$ cat config.mk
export PLATFORM = sky130hd
export DESIGN_NAME = alu_arbiter
export DESIGN_NICKNAME = d
export VERILOG_FILES = /design/src/rtl/alu_arbiter.sv
export SDC_FILE = /design/constraint.sdc
export NUM_CORES = 1
export LEC_CHECK = 0
export CORE_AREA = 2 2 143 145
export CTS_CLUSTER_SIZE = 28
export DETAILED_ROUTE_END_ITERATION = 10
export DIE_AREA = 0 0 145 147
export GPL_ROUTABILITY_DRIVEN = 0
export HOLD_SLACK_MARGIN = 0.02
export PLACE_DENSITY_LB_ADDON = 0.25
export SYNTH_ARGS = -nofsm -noshare
export SYNTH_HDL_FRONTEND = slang
export SYNTH_SLANG_ARGS = --single-unit
$ cat constraint.sdc
create_clock -name clk -period 4.73 [get_ports clk]
set_input_delay 1.1825 -clock clk [delete_from_list [all_inputs] [get_ports clk]]
set_output_delay 1.1825 -clock clk [all_outputs]
set_load 0.005 [all_outputs]
$ cat src/rtl/alu_arbiter.sv
`default_nettype none
// ============================================================================
//  Module   : alu_arbiter
//  Purpose  : Round-robin arbiter letting two requesters share a single
//             combinational ALU. One operation is in flight at a time: the
//             granted request is latched into operand registers that drive
//             the ALU, the result is captured after EVAL_CYCLES cycles and
//             held as a response until the consumer accepts it.
//  Ports    : clk, rst                      clock, synchronous active-high reset
//             req{0,1}_valid / _ready       request handshake per requester
//             req{0,1}_opcode/rs/rt/shamt/funct/imm  operation fields
//             alu_*                         operands to the shared ALU
//             alu_result, alu_sig_branch    results from the shared ALU
//             rsp_valid/ready/id/result/branch  response channel
//             busy                          high while an operation is in flight
//  Revision : 1.0  initial release
// ============================================================================
module alu_arbiter #(
    parameter int unsigned EVAL_CYCLES = 1      // legal range 1..15
) (
    input  logic        clk,
    input  logic        rst,
    input  logic        req0_valid,
    output logic        req0_ready,
    input  logic [5:0]  req0_opcode,
    input  logic [31:0] req0_rs,
    input  logic [31:0] req0_rt,
    input  logic [4:0]  req0_shamt,
    input  logic [5:0]  req0_funct,
    input  logic [15:0] req0_imm,
    input  logic        req1_valid,
    output logic        req1_ready,
    input  logic [5:0]  req1_opcode,
    input  logic [31:0] req1_rs,
    input  logic [31:0] req1_rt,
    input  logic [4:0]  req1_shamt,
    input  logic [5:0]  req1_funct,
    input  logic [15:0] req1_imm,
    output logic [5:0]  alu_opcode,
    output logic [31:0] alu_rs_content,
    output logic [31:0] alu_rt_content,
    output logic [4:0]  alu_shamt,
    output logic [5:0]  alu_ALU_control,
    output logic [15:0] alu_immediate,
    input  logic [31:0] alu_result,
    input  logic        alu_sig_branch,
    output logic        rsp_valid,
    input  logic        rsp_ready,
    output logic        rsp_id,
    output logic [31:0] rsp_result,
    output logic        rsp_branch,
    output logic        busy
);

    localparam logic [1:0] c_IDLE = 2'd0;
    localparam logic [1:0] c_EVAL = 2'd1;
    localparam logic [1:0] c_RESP = 2'd2;

    // Counter counts down to zero, so EVAL lasts exactly EVAL_CYCLES cycles.
    localparam logic [3:0] c_CNT_LOAD = 4'(EVAL_CYCLES - 1);

    logic [1:0]  r_state,      w_state_nxt;
    logic [3:0]  r_cnt,        w_cnt_nxt;
    logic        r_last_grant, w_last_grant_nxt;
    logic        r_rsp_valid,  w_rsp_valid_nxt;
    logic        r_rsp_id,     w_rsp_id_nxt;
    logic [31:0] r_rsp_result, w_rsp_result_nxt;
    logic        r_rsp_branch, w_rsp_branch_nxt;
    logic [5:0]  r_opcode,     w_opcode_nxt;
    logic [31:0] r_rs,         w_rs_nxt;
    logic [31:0] r_rt,         w_rt_nxt;
    logic [4:0]  r_shamt,      w_shamt_nxt;
    logic [5:0]  r_funct,      w_funct_nxt;
    logic [15:0] r_imm,        w_imm_nxt;

    logic w_idle;
    logic w_grant0;
    logic w_grant1;

    // Grant only in IDLE and never while reset is asserted. On contention the
    // requester that did not own the previous response wins.
    assign w_idle   = (r_state == c_IDLE);
    assign w_grant0 = w_idle & ~rst & req0_valid & (~req1_valid |  r_last_grant);
    assign w_grant1 = w_idle & ~rst & req1_valid & (~req0_valid | ~r_last_grant);

    assign req0_ready = w_grant0;
    assign req1_ready = w_grant1;

    always_comb begin
        w_state_nxt      = r_state;
        w_cnt_nxt        = r_cnt;
        w_last_grant_nxt = r_last_grant;
        w_rsp_valid_nxt  = r_rsp_valid;
        w_rsp_id_nxt     = r_rsp_id;
        w_rsp_result_nxt = r_rsp_result;
        w_rsp_branch_nxt = r_rsp_branch;
        w_opcode_nxt     = r_opcode;
        w_rs_nxt         = r_rs;
        w_rt_nxt         = r_rt;
        w_shamt_nxt      = r_shamt;
        w_funct_nxt      = r_funct;
        w_imm_nxt        = r_imm;

        case (r_state)
            c_IDLE: begin
                if (w_grant0 | w_grant1) begin
                    w_opcode_nxt = w_grant1 ? req1_opcode : req0_opcode;
                    w_rs_nxt     = w_grant1 ? req1_rs     : req0_rs;
                    w_rt_nxt     = w_grant1 ? req1_rt     : req0_rt;
                    w_shamt_nxt  = w_grant1 ? req1_shamt  : req0_shamt;
                    w_funct_nxt  = w_grant1 ? req1_funct  : req0_funct;
                    w_imm_nxt    = w_grant1 ? req1_imm    : req0_imm;
                    w_rsp_id_nxt = w_grant1;
                    w_cnt_nxt    = c_CNT_LOAD;
                    w_state_nxt  = c_EVAL;
                end
            end
            c_EVAL: begin
                if (r_cnt != 4'd0) begin
                    w_cnt_nxt = r_cnt - 4'd1;
                end else begin
                    w_rsp_result_nxt = alu_result;
                    w_rsp_branch_nxt = alu_sig_branch;
                    w_rsp_valid_nxt  = 1'b1;
                    w_state_nxt      = c_RESP;
                end
            end
            c_RESP: begin
                if (rsp_ready) begin
                    w_rsp_valid_nxt  = 1'b0;
                    w_last_grant_nxt = r_rsp_id;
                    w_state_nxt      = c_IDLE;
                end
            end
            default: begin
                w_state_nxt = c_IDLE;
            end
        endcase
    end

    always_ff @(posedge clk) begin
        if (rst) begin
            r_state      <= c_IDLE;
            r_cnt        <= 4'd0;
            r_last_grant <= 1'b1;
            r_rsp_valid  <= 1'b0;
            r_rsp_id     <= 1'b0;
            r_rsp_result <= 32'd0;
            r_rsp_branch <= 1'b0;
            r_opcode     <= 6'd0;
            r_rs         <= 32'd0;
            r_rt         <= 32'd0;
            r_shamt      <= 5'd0;
            r_funct      <= 6'd0;
            r_imm        <= 16'd0;
        end else begin
            r_state      <= w_state_nxt;
            r_cnt        <= w_cnt_nxt;
            r_last_grant <= w_last_grant_nxt;
            r_rsp_valid  <= w_rsp_valid_nxt;
            r_rsp_id     <= w_rsp_id_nxt;
            r_rsp_result <= w_rsp_result_nxt;
            r_rsp_branch <= w_rsp_branch_nxt;
            r_opcode     <= w_opcode_nxt;
            r_rs         <= w_rs_nxt;
            r_rt         <= w_rt_nxt;
            r_shamt      <= w_shamt_nxt;
            r_funct      <= w_funct_nxt;
            r_imm        <= w_imm_nxt;
        end
    end

    // The ALU sees only registered operands, so its inputs stay stable for
    // the whole of EVAL and RESP regardless of what requesters do.
    assign alu_opcode      = r_opcode;
    assign alu_rs_content  = r_rs;
    assign alu_rt_content  = r_rt;
    assign alu_shamt       = r_shamt;
    assign alu_ALU_control = r_funct;
    assign alu_immediate   = r_imm;

    assign rsp_valid  = r_rsp_valid;
    assign rsp_id     = r_rsp_id;
    assign rsp_result = r_rsp_result;
    assign rsp_branch = r_rsp_branch;
    assign busy       = (r_state != c_IDLE);

endmodule
`default_nettype wire

==> results of run 1 <==
==> kinds of logic after synthesis <==
group	synth area share, %
muxes	0.1525
DFF	42.39
AOI/OAI and AO/OA	36.80
adders and majority gates	0.3811
buffers and inverters	7.948
and+or+nand+nor	12.33
==> power by group <==
group          switching [W]  internal, W  total, W
Clock               0.000587     0.000758   0.00135
Sequential         0.0000899      0.00133   0.00142
Combinational       0.000628     0.000630   0.00126
==> cell type report <==
cell class,count,area [µm²]
clock inverters,14,146.4
multi-input cells,532,3296
inverters,7,26.28
fillers,1858,9035
well taps,270,337.8
flip-flops and latches,139,2783
repair buffers,382,3781
clock buffers,18,439.2
==> metrics by stage <==
step / setup WS, ps / util [%] / power [W] / hold slack (ps) / instances
final: 728.0 / 54.47 / 0.004019 / 456.5 / 1362
after global routing: 678.9 / 54.47 / 0.004221 / 491.5 / 1362
after CTS: 699.9 / 54.47 / 0.004060 / 459.8 / 1362
after detailed placement: 695.7 / 51.52 / 0.002703 / 450.7 / 1330
after global placement: 692.5 / 51.52 / 0.002695 / 445.5 / 1330
after floorplan: 1489 / - / 0.002057 / 452.7 / 784
==> Yosys cell counts, types with 3 or more instances <==
master / n
sky130_fd_sc_hd__a21oi_1: 132
sky130_fd_sc_hd__a311oi_1: 79
sky130_fd_sc_hd__a311oi_2: 19
sky130_fd_sc_hd__buf_2: 24
sky130_fd_sc_hd__buf_4: 8
sky130_fd_sc_hd__buf_6: 5
sky130_fd_sc_hd__clkbuf_1: 67
sky130_fd_sc_hd__dfxtp_1: 139
sky130_fd_sc_hd__inv_1: 7
sky130_fd_sc_hd__nand2_1: 4
sky130_fd_sc_hd__nand2b_1: 3
sky130_fd_sc_hd__nand3_1: 132
sky130_fd_sc_hd__nor2_1: 4
sky130_fd_sc_hd__o21ai_0: 44
sky130_fd_sc_hd__o21ai_1: 87
sky130_fd_sc_hd__or3_1: 3
==> flip-flops by register name (all words and copies together) (netlist names) <==
signal / count
alu_rs_content: 32
alu_rt_content: 32
rsp_result: 32
alu_immediate: 16
alu_ALU_control: 6
alu_opcode: 6
alu_shamt: 5
r_cnt: 4
r_state: 2
r_last_grant: 1
rsp_branch: 1
rsp_id: 1
rsp_valid: 1
==> critical path, delay by kind of cell <==
family                 cells  cell delay [ps]
and+or+nand+nor            1              240
buffers and inverters      2             1140
AOI/OAI and AO/OA          1              250
==> worst min-delay path by stage <==
| stage | from | endpoint | slack, ps | depth (start not counted) |
|---|---|---|---|---|
| after floorplan | rsp_valid | rsp_valid | 450 | 2 |
| after global placement | rsp_valid | rsp_valid | 450 | 2 |
| after detailed placement | rsp_valid | rsp_valid | 450 | 2 |
| after CTS | rsp_valid | rsp_valid | 460 | 2 |
| after global routing | rsp_valid | rsp_valid | 490 | 2 |
| final | rsp_valid | rsp_valid | 460 | 2 |
==> per-layer routing <==
metal  vias to the layer above  part of all wire (%)  GRT usage [%]
li1                       3596                     -              -
met1                      3520                    40          28.53
met2                       325                    48          37.83
met3                        48                   8.9          8.385
met4                         0                   3.1          8.614
met5                         -                     0              0
==> summary.txt, run 1 <==
======================================================================================
R2R cell count                                                                       4
Initial core utilization                                                        33.08%
Insertion delay of the later-clocked pin in the worst-skew pair                 430 ps
H-tree depth                                                                         4
Sort of element at the end of the critical path                            output port
Area of all placed cells without fillers                                   0.01081 mm²
Number of buffers created by CTS                                                    17
Die footprint                                                              0.02132 mm²
Setup_tns                                                                         0 ps
Critical path startpoint                                                    req1_valid
Horiz. Die Dim                                                                  145 µm
HPWL Detailed                                                                 16250 µm
Number of diodes                                                                     0
Slew at the pin closest to its max-slew limit                                  1115 ps
Most common cell after layout, fill and taps aside                        sky130_fd_sc_hd__clkdlybuf4s50_1
Number of pins with negative max-slew slack in the final report                      0
Critical Path Max Stage Delay                                                   570 ps
Share of flip-flops with an asynchronous set or reset                               0%
Relative slew margins                                                           25.66%
Unrepaired setup endpoints after global routing                                     no
Final wirelength                                                              25760 µm
Layout cells sized above 1                                                      7.234%
PwrDens                                                                   371.8 mW/mm²
Ratio of routed vias to standard cells                                           5.499
Clock slew at the register clock pins of the worst setup and hold paths          60 ps
Overall routing resource usage                                                  23.31%
Post_cts resized                                                                     0
#FFs+latches synth                                                                 139
Dominant cell type by area after synthesis                                sky130_fd_sc_hd__dfxtp_1
Post-cts hold buffer count                                                           0
Endpoint arrival time on the critical path                                     2820 ps
Setup violations, final                                                              0
Maximum achievable frequency                                                0.2499 GHz
Count of warnings emitted by yosys                                                   0
Register area share after synthesis                                             42.39%
Maximum count of clock buffers along a single path                                   2
Number of synthesized flops with an enable pin                                       0
Vias                                                                              7489
Netlist area before placement                                             0.006565 mm²
Critical path's slowest cell                                              sky130_fd_sc_hd__clkdlybuf4s50_1
1st-pass router iterations                                                           5
Primary FF master, synth                                                  sky130_fd_sc_hd__dfxtp_1
Area contributors post-synth                                              sky130_fd_sc_hd__dfxtp_1 42%, sky130_fd_sc_hd__a311oi_1 11%, sky130_fd_sc_hd__a21oi_1 10%
Cell chosen for the clock root                                            sky130_fd_sc_hd__clkbuf_16
End of the worst register-to-register path                                alu_rt_content[21]
Type of element launching the critical path                                  input pin
Worst voltage drop across the vdd grid                                       0.2715 mV
Startpoint of the worst-slack reg-to-reg timing path                        r_state[0]
Remaining design rule violation count                                                0
Initial antenna violation count                                                      0
Commonest cells after routing, fill and taps aside                        365 x sky130_fd_sc_hd__clkdlybuf4s50_1, 139 x sky130_fd_sc_hd__dfxtp_1, 132 x sky130_fd_sc_hd__nand3_1, 132 x sky130_fd_sc_hd__a21oi_1, 87 x sky130_fd_sc_hd__o21ai_1
# rows                                                                              52
Highest net fanout along the worst path                                              5
Number of endpoints with negative hold slack in the final report                     0
Synth-to-Final Area Change                                                      64.65%
Clock tree from TritonCTS                                                         done
Number of global-route vias before repair                                         7245
LEAKAGE                                                                       3.482 nW
Number of cells produced by synthesis                                              784
Final Net Count                                                                   1313
Input/output buffers                                                               366
WL per Instance                                                               18.91 µm
Worst setup path category                                                       in2out
Sinks on Clock Net                                                                 139
Worst clock skew                                                              8.963 ps
Total nets after synthesis                                                        1018
Ratio of final minimum period to clock period                                   84.61%
Status                                                                    finished, final reports clean
Area share of the largest cell type after synthesis                             42.39%
Required time of the critical path                                             3550 ps
Cell type with the highest occurrence count on the critical path          sky130_fd_sc_hd__clkdlybuf4s50_1
Post CTS Setup Buffer Count                                                          0
Residual antenna-violating net count after detailed routing                          0
Cell area reported after detailed placement                                0.01022 mm²
Maximum number of pins on one net before global-route repair                        99
Iteration-0 DRC count of the detailed router                                       535
Tightest Hold Check Type                                                       reg2reg
Number of I/O pins                                                                 367
Shortest period the worst path allows                                          4002 ps
First-pass GRT wire length                                                    40200 µm
Cell-by-cell listing of the critical path                                 clkdlybuf4s50_1 > a21bo_4 > nor2_1 > clkdlybuf4s50_1
Vertical extent of the die                                                      147 µm
Setup slack on the worst flop-to-flop path                                     2140 ps
Core footprint                                                             0.01984 mm²
Max-cap viol count                                                                   0
Count of different cell masters after synthesis                                     39
Global route total overflow                                                          0
Syn_area_per_cell                                                            8.374 µm²
Termination of the worst setup path                                         req1_ready
======================================================================================
Power figures use the tool's default switching activity.
==> run 2, diff against run 1 <==
- CORE_AREA: 2 2 143 145 -> 2 2 141 143
- DIE_AREA: 0 0 145 147 -> 0 0 143 145
- clock period: 4.73 -> 4.1 ns (I/O delays scaled with it)
==> run 2 against run 1 <==
Design area rose by 0.76%. Worst hold slack improved by 7.6 ps. Count of clock-buffer cells in the layout rose by 1. Sequential power rose by 15%. Utilization rose by 2.2 points. Worst setup slack got worse by 260 ps. Largest cell class unchanged.
==> summary.txt, run 2 (synthesized netlist as in run 1, its figures left out) <==
======================================================================================
Maximum achievable frequency                                                0.2755 GHz
Number of global-route vias before repair                                         7091   -2.1%
Synth-to-Final Area Change                                                      65.90%
Final wirelength                                                              25790 µm   about the same
Setup violations, final                                                              0   unchanged
Ratio of final minimum period to clock period                                   88.54%
Initial antenna violation count                                                      0   unchanged
Layout cells sized above 1                                                      7.573%   +0.34 points
Vias                                                                              7488   -0.013%
Hold Crit Depth                                                                      2   unchanged
Unrepaired setup endpoints after global routing                                     no
Commonest cells after routing, fill and taps aside                        365 x sky130_fd_sc_hd__clkdlybuf4s50_1, 139 x sky130_fd_sc_hd__dfxtp_1, 132 x sky130_fd_sc_hd__nand3_1, 132 x sky130_fd_sc_hd__a21oi_1, 87 x sky130_fd_sc_hd__o21ai_1
First-pass GRT wire length                                                    39920 µm   -0.70%
Final core utilization                                                          56.71%   +2.2 points
Status                                                                    finished, final reports clean
Input/output buffers                                                               366   unchanged
Clock slew at the register clock pins of the worst setup and hold paths          60 ps   about the same
WL per Instance                                                               18.95 µm   +0.16%
Max-cap viol count                                                                   0   unchanged
Required time of the critical path                                             3070 ps   -480 ps
Clock tree from TritonCTS                                                         done
Post_cts resized                                                                     0   unchanged
Residual antenna-violating net count after detailed routing                          0   unchanged
Maximum number of pins on one net before global-route repair                        99   unchanged
Global route total overflow                                                          0   unchanged
Final Net Count                                                                   1317   +0.30%
Cell chosen for the clock root                                            sky130_fd_sc_hd__clkbuf_16
Maximum count of clock buffers along a single path                                   2   unchanged
Relative slew margins                                                           19.64%   -6.0 points
Worst voltage drop across the vdd grid                                       0.3046 mV   +12%
Highest net fanout along the worst path                                              5   unchanged
Sinks on Clock Net                                                                 139   unchanged
Worst path depth                                                                     4   unchanged
Initial core utilization                                                        34.18%   +1.1 points
Cell-by-cell listing of the critical path                                 clkdlybuf4s50_1 > a21bo_4 > nor2_1 > clkdlybuf4s50_1
Remaining design rule violation count                                                0   unchanged
Startpoint of the worst-slack reg-to-reg timing path                        r_state[1]
Layout filler cell count                                                          1770   -4.7%
H-tree depth                                                                         4   unchanged
R2R cell count                                                                       4   unchanged
Type of element launching the critical path                                  input pin
Top Family by Delay on Critical Path                                      buffers and inverters
Number of I/O pins                                                                 367   unchanged
PwrDens                                                                   436.9 mW/mm²   +18%
Die footprint                                                              0.02074 mm²   -2.7%
Number of buffers created by CTS                                                    17   unchanged
Endpoint arrival time on the critical path                                     2610 ps   -210 ps
1st-pass router iterations                                                           4   -1
Worst clock skew                                                              6.200 ps   -2.763 ps
Worst setup path category                                                       in2out
Most common cell after layout, fill and taps aside                        sky130_fd_sc_hd__clkdlybuf4s50_1
Post CTS Setup Buffer Count                                                          0   unchanged
Iteration-0 DRC count of the detailed router                                       421   -21%
HPWL Detailed                                                                 16210 µm   -0.25%
Insertion delay of the later-clocked pin in the worst-skew pair                 410 ps   -20 ps
Final worst setup slack                                                       469.8 ps   -258.2 ps
Number of endpoints with negative hold slack in the final report                     0   unchanged
Tightest Hold Check Type                                                       reg2reg
Ratio of routed vias to standard cells                                           5.502   about the same
Cell type with the highest occurrence count on the critical path          sky130_fd_sc_hd__clkdlybuf4s50_1
LEAKAGE                                                                       3.531 nW   +1.4%
Horiz. Die Dim                                                                  143 µm   -1.4%
Setup_tns                                                                         0 ps   unchanged
Overall routing resource usage                                                  23.95%   +0.64 points
Post-cts hold buffer count                                                           0   unchanged
Critical path's slowest cell                                              sky130_fd_sc_hd__clkdlybuf4s50_1
Vertical extent of the die                                                      145 µm   -1.4%
Hold Path Origin                                                             rsp_valid
Number of pins with negative max-slew slack in the final report                      0   unchanged
Critical Path Max Stage Delay                                                   590 ps   +20 ps
Buffers and inverters on the worst path                                              2   unchanged
# rows                                                                              51   -1.9%
Number of diodes                                                                     0   unchanged
Sort of element at the end of the critical path                            output port
Pre-CTS setup slack                                                           442.9 ps   -252.8 ps
Core footprint                                                             0.01921 mm²   -3.2%
Slew at the pin closest to its max-slew limit                                  1205 ps   +90.32 ps
Fin Hold WS                                                                   464.1 ps   +7.614 ps
Critical path startpoint                                                    req1_valid
Shortest period the worst path allows                                          3630 ps
======================================================================================
run 2: worst register-to-register path: cells and delay by family (launching register included):
kind                   cells  cell delay (ps)
and+or+nand+nor            1              230
DFF                        1              610
buffers and inverters      1              750
AOI/OAI and AO/OA          2              680
run 2: layer usage:
metal	vias to the layer above	global-route usage [%]	routed length [µm]
li1	3597	-	-
met3	38	7.426	2186
met4	0	7.921	616
met1	3543	30.43	10480
met2	310	38.44	12500
met5	-	0	0
run 2: layout make-up:
class / count / area, µm² / area share (%)
multi-input cells: 532 / 3296 / 30.26
well taps: 265 / 331.6 / 3.044
clock buffers: 19 / 452.9 / 4.159
clock inverters: 13 / 178.9 / 1.643
repair buffers: 386 / 3824 / 35.11
flip-flops and latches: 139 / 2783 / 25.55
inverters: 7 / 26.28 / 0.2412
run 2: path summary, 6_finish.rpt:
check | end | slack, ps
max | req1_ready | 470
min | rsp_valid | 460
max reg2reg | alu_rt_content[31] | 1730
min reg2reg | rsp_valid | 460
run 2: metrics by stage:
| step | total power (W) | instances | cell area, µm² |
|---|---|---|---|
| after floorplan | 0.002373 | 784 | 6565 |
| after global placement | 0.003132 | 1329 | 10260 |
| after detailed placement | 0.003141 | 1329 | 10260 |
| after CTS | 0.004803 | 1361 | 10890 |
| after global routing | 0.005002 | 1361 | 10890 |
| final | 0.004759 | 1361 | 10890 |
run 2: where the power goes:
part	internal, W	switching (W)
Clock	0.00101	0.000647
Sequential	0.00153	0.0000976
Combinational	0.000738	0.000738
Total	0.00328	0.00148
==> run 3, diff against run 2 <==
- GPL_TIMING_DRIVEN: not set -> 0
==> run 3 against run 2 <==
Register-to-register slack improved by 350 ps. Global-route usage up 1.4 points. Critical path depth is 2 higher. Worst hold slack gained 8.9 ps. Sequential share of layout area is 0.57 points lower. Count of clock-buffer cells in the layout shrank 2. Clock skew is 2.8 ps higher. Utilization increased by 1.3 points. Non-clock buffer count increased by 85. Sequential cell count is the same. Clock power decreased by 7%. Critical endpoint unchanged.
==> summary.txt, run 3 (synthesized netlist as in run 1, its figures left out) <==
======================================================================================
Status                                                                    finished, final reports clean
Post CTS Setup Buffer Count                                                          0   unchanged
Clock tree from TritonCTS                                                         done
Cell area reported after detailed placement                                0.01055 mm²   +2.8%
Endpoint arrival time on the critical path                                     2970 ps   +360 ps
Maximum count of clock buffers along a single path                                   2   unchanged
Number of diodes                                                                     0   unchanged
Vertical extent of the die                                                      145 µm   unchanged
Number of buffers created by CTS                                                    17   unchanged
Commonest cells after routing, fill and taps aside                        365 x sky130_fd_sc_hd__clkdlybuf4s50_1, 139 x sky130_fd_sc_hd__dfxtp_1, 132 x sky130_fd_sc_hd__nand3_1, 132 x sky130_fd_sc_hd__a21oi_1, 87 x sky130_fd_sc_hd__o21ai_1
Total placed cells including tap cells                                            1414   +6.4%
Initial core utilization                                                        34.18%   unchanged
Tightest Hold Check Type                                                       reg2reg
Area of all placed cells without fillers                                   0.01114 mm²   +2.3%
Final wirelength                                                              27440 µm   +6.4%
Synth-to-Final Area Change                                                      69.70%
Cell type with the highest occurrence count on the critical path          sky130_fd_sc_hd__clkdlybuf4s50_1
H-tree depth                                                                         4   unchanged
Most common cell after layout, fill and taps aside                        sky130_fd_sc_hd__clkdlybuf4s50_1
Relative slew margins                                                           50.52%   +31 points
Ratio of final minimum period to clock period                                   97.40%   +8.9 points
Die footprint                                                              0.02074 mm²   unchanged
Pre-CTS setup slack                                                           113.1 ps   -329.8 ps
Setup slack on the worst flop-to-flop path                                     2080 ps   +350 ps
PwrDens                                                                   424.3 mW/mm²   -2.9%
Hold Crit Depth                                                                      2   unchanged
Area taken by multi-input logic gates                                     0.003261 mm²   -1.1%
Worst clock skew                                                              9.019 ps   +2.819 ps
Overall routing resource usage                                                  25.39%   +1.4 points
Number of global-route vias before repair                                         7519   +6.0%
Final worst setup slack                                                       106.7 ps   -363.1 ps
Insertion delay of the later-clocked pin in the worst-skew pair                 430 ps   +20 ps
Top Family by Delay on Critical Path                                      buffers and inverters
Vias                                                                              7908   +5.6%
LEAKAGE                                                                       3.635 nW   +2.9%
WL per Instance                                                               18.97 µm   +0.15%
Layout filler cell count                                                          1746   -1.4%
Cell chosen for the clock root                                            sky130_fd_sc_hd__clkbuf_16
Shortest period the worst path allows                                          3993 ps   +363.1 ps
Worst voltage drop across the vdd grid                                       0.2585 mV   -15%
Setup_tns                                                                         0 ps   unchanged
Buffers and inverters on the worst path                                              4   +2
# rows                                                                              51   unchanged
Initial antenna violation count                                                      0   unchanged
Max-cap viol count                                                                   0   unchanged
Critical Path Max Stage Delay                                                   540 ps   -50 ps
Remaining design rule violation count                                                0   unchanged
R2R cell count                                                                       6   +2
Maximum achievable frequency                                                0.2504 GHz   -9.1%
Sort of element at the end of the critical path                            output port
Number of I/O pins                                                                 367   unchanged
Layout cells sized above 1                                                      7.959%   +0.39 points
Worst path depth                                                                     6   +2
Post-cts hold buffer count                                                           0   unchanged
Number of endpoints with negative hold slack in the final report                     0   unchanged
Input/output buffers                                                               365   -0.27%
Area of all sequential standard cells                                     0.002783 mm²   unchanged
Unrepaired setup endpoints after global routing                                     no
Count of placed standard cells in the final layout, fillers left out              1446   +6.2%
Clock slew at the register clock pins of the worst setup and hold paths          60 ps   about the same
Maximum number of pins on one net before global-route repair                        17   -83%
Final Net Count                                                                   1402   +6.5%
Ratio of routed vias to standard cells                                           5.469   -0.60%
Horiz. Die Dim                                                                  143 µm   unchanged
Number of pins with negative max-slew slack in the final report                      0   unchanged
Highest net fanout along the worst path                                             10   +5
Required time of the critical path                                             3070 ps   about the same
Critical path's slowest cell                                              sky130_fd_sc_hd__clkdlybuf4s50_1
First-pass GRT wire length                                                    41490 µm   +3.9%
1st-pass router iterations                                                           5   +1
Worst setup path category                                                       in2out
Core footprint                                                             0.01921 mm²   unchanged
Cell-by-cell listing of the critical path                                 clkdlybuf4s50_1 > a21bo_1 > buf_4 > clkbuf_1 > nor2_1 > clkdlybuf4s50_1
Global route total overflow                                                          0   unchanged
HPWL Detailed                                                                 20400 µm   +26%
Post_cts resized                                                                     0   unchanged
Type of element launching the critical path                                  input pin
Setup violations, final                                                              0   unchanged
Iteration-0 DRC count of the detailed router                                       494   +17%
Sinks on Clock Net                                                                 139   unchanged
Residual antenna-violating net count after detailed routing                          0   unchanged
Slew at the pin closest to its max-slew limit                                 742.2 ps   -463.3 ps
======================================================================================
[run 3: changes by cell type in the layout (fill, tap and decap cells not counted), moves of 2 or more]
cell / previous run / this run
sky130_fd_sc_hd__buf_6: 0 / 5
sky130_fd_sc_hd__clkbuf_1: 0 / 67
sky130_fd_sc_hd__buf_2: 0 / 24
sky130_fd_sc_hd__buf_1: 0 / 2
sky130_fd_sc_hd__clkbuf_8: 2 / 0
sky130_fd_sc_hd__clkinvlp_4: 1 / 4
sky130_fd_sc_hd__buf_4: 20 / 8
[run 3: metrics by stage]
stage,utilization (%),total power [W],hold WS (ps)
floorplan,-,0.002373,452.7
global placement,54.93,0.003183,453.8
detailed placement,54.93,0.003197,458.8
CTS,58.00,0.004751,471.9
global route,58.00,0.004953,496.2
finish,58.00,0.004727,473.0
[run 3: cell type report]
| class | instances | share of cell area, % |
|---|---|---|
| well taps | 265 | 2.976 |
| multi-input cells | 532 | 29.27 |
| clock inverters | 15 | 1.482 |
| clock buffers | 17 | 3.819 |
| plain buffers | 106 | 4.447 |
| repair buffers | 365 | 32.79 |
| inverters | 7 | 0.2358 |
| flip-flops and latches | 139 | 24.98 |
[run 3: worst register-to-register path, stage by stage, from the launching register on]
cell                       delay (ps)
sky130_fd_sc_hd__dfxtp_1          290
sky130_fd_sc_hd__buf_4            160
sky130_fd_sc_hd__nor2_2           440
sky130_fd_sc_hd__and2_1           220
sky130_fd_sc_hd__buf_6            150
sky130_fd_sc_hd__clkbuf_1         430
sky130_fd_sc_hd__a311oi_1         180
[run 3: per-layer routing]
metal	global-route usage [%]	part of all wire, %	routed length, µm	vias up
met5	0	0	0	-
met4	8.812	2.5	684	0
met3	8.251	8.7	2378	46
met2	42.54	49	13350	322
met1	30.30	40	11030	3756
li1	-	-	-	3784
[run 3: path summary, 6_finish.rpt]
kind | start | endpoint
max | req1_valid | req1_ready
min | rsp_valid | rsp_valid
max reg2reg | r_state[1] | alu_rt_content[25]
min reg2reg | rsp_valid | rsp_valid
[run 3: power by group]
part	total [W]	switching (W)	internal, W
clock	0.00155	0.000650	0.000905
combinational	0.00154	0.000770	0.000774
sequential	0.00163	0.0000970	0.00153
total	0.00473	0.00152	0.00321
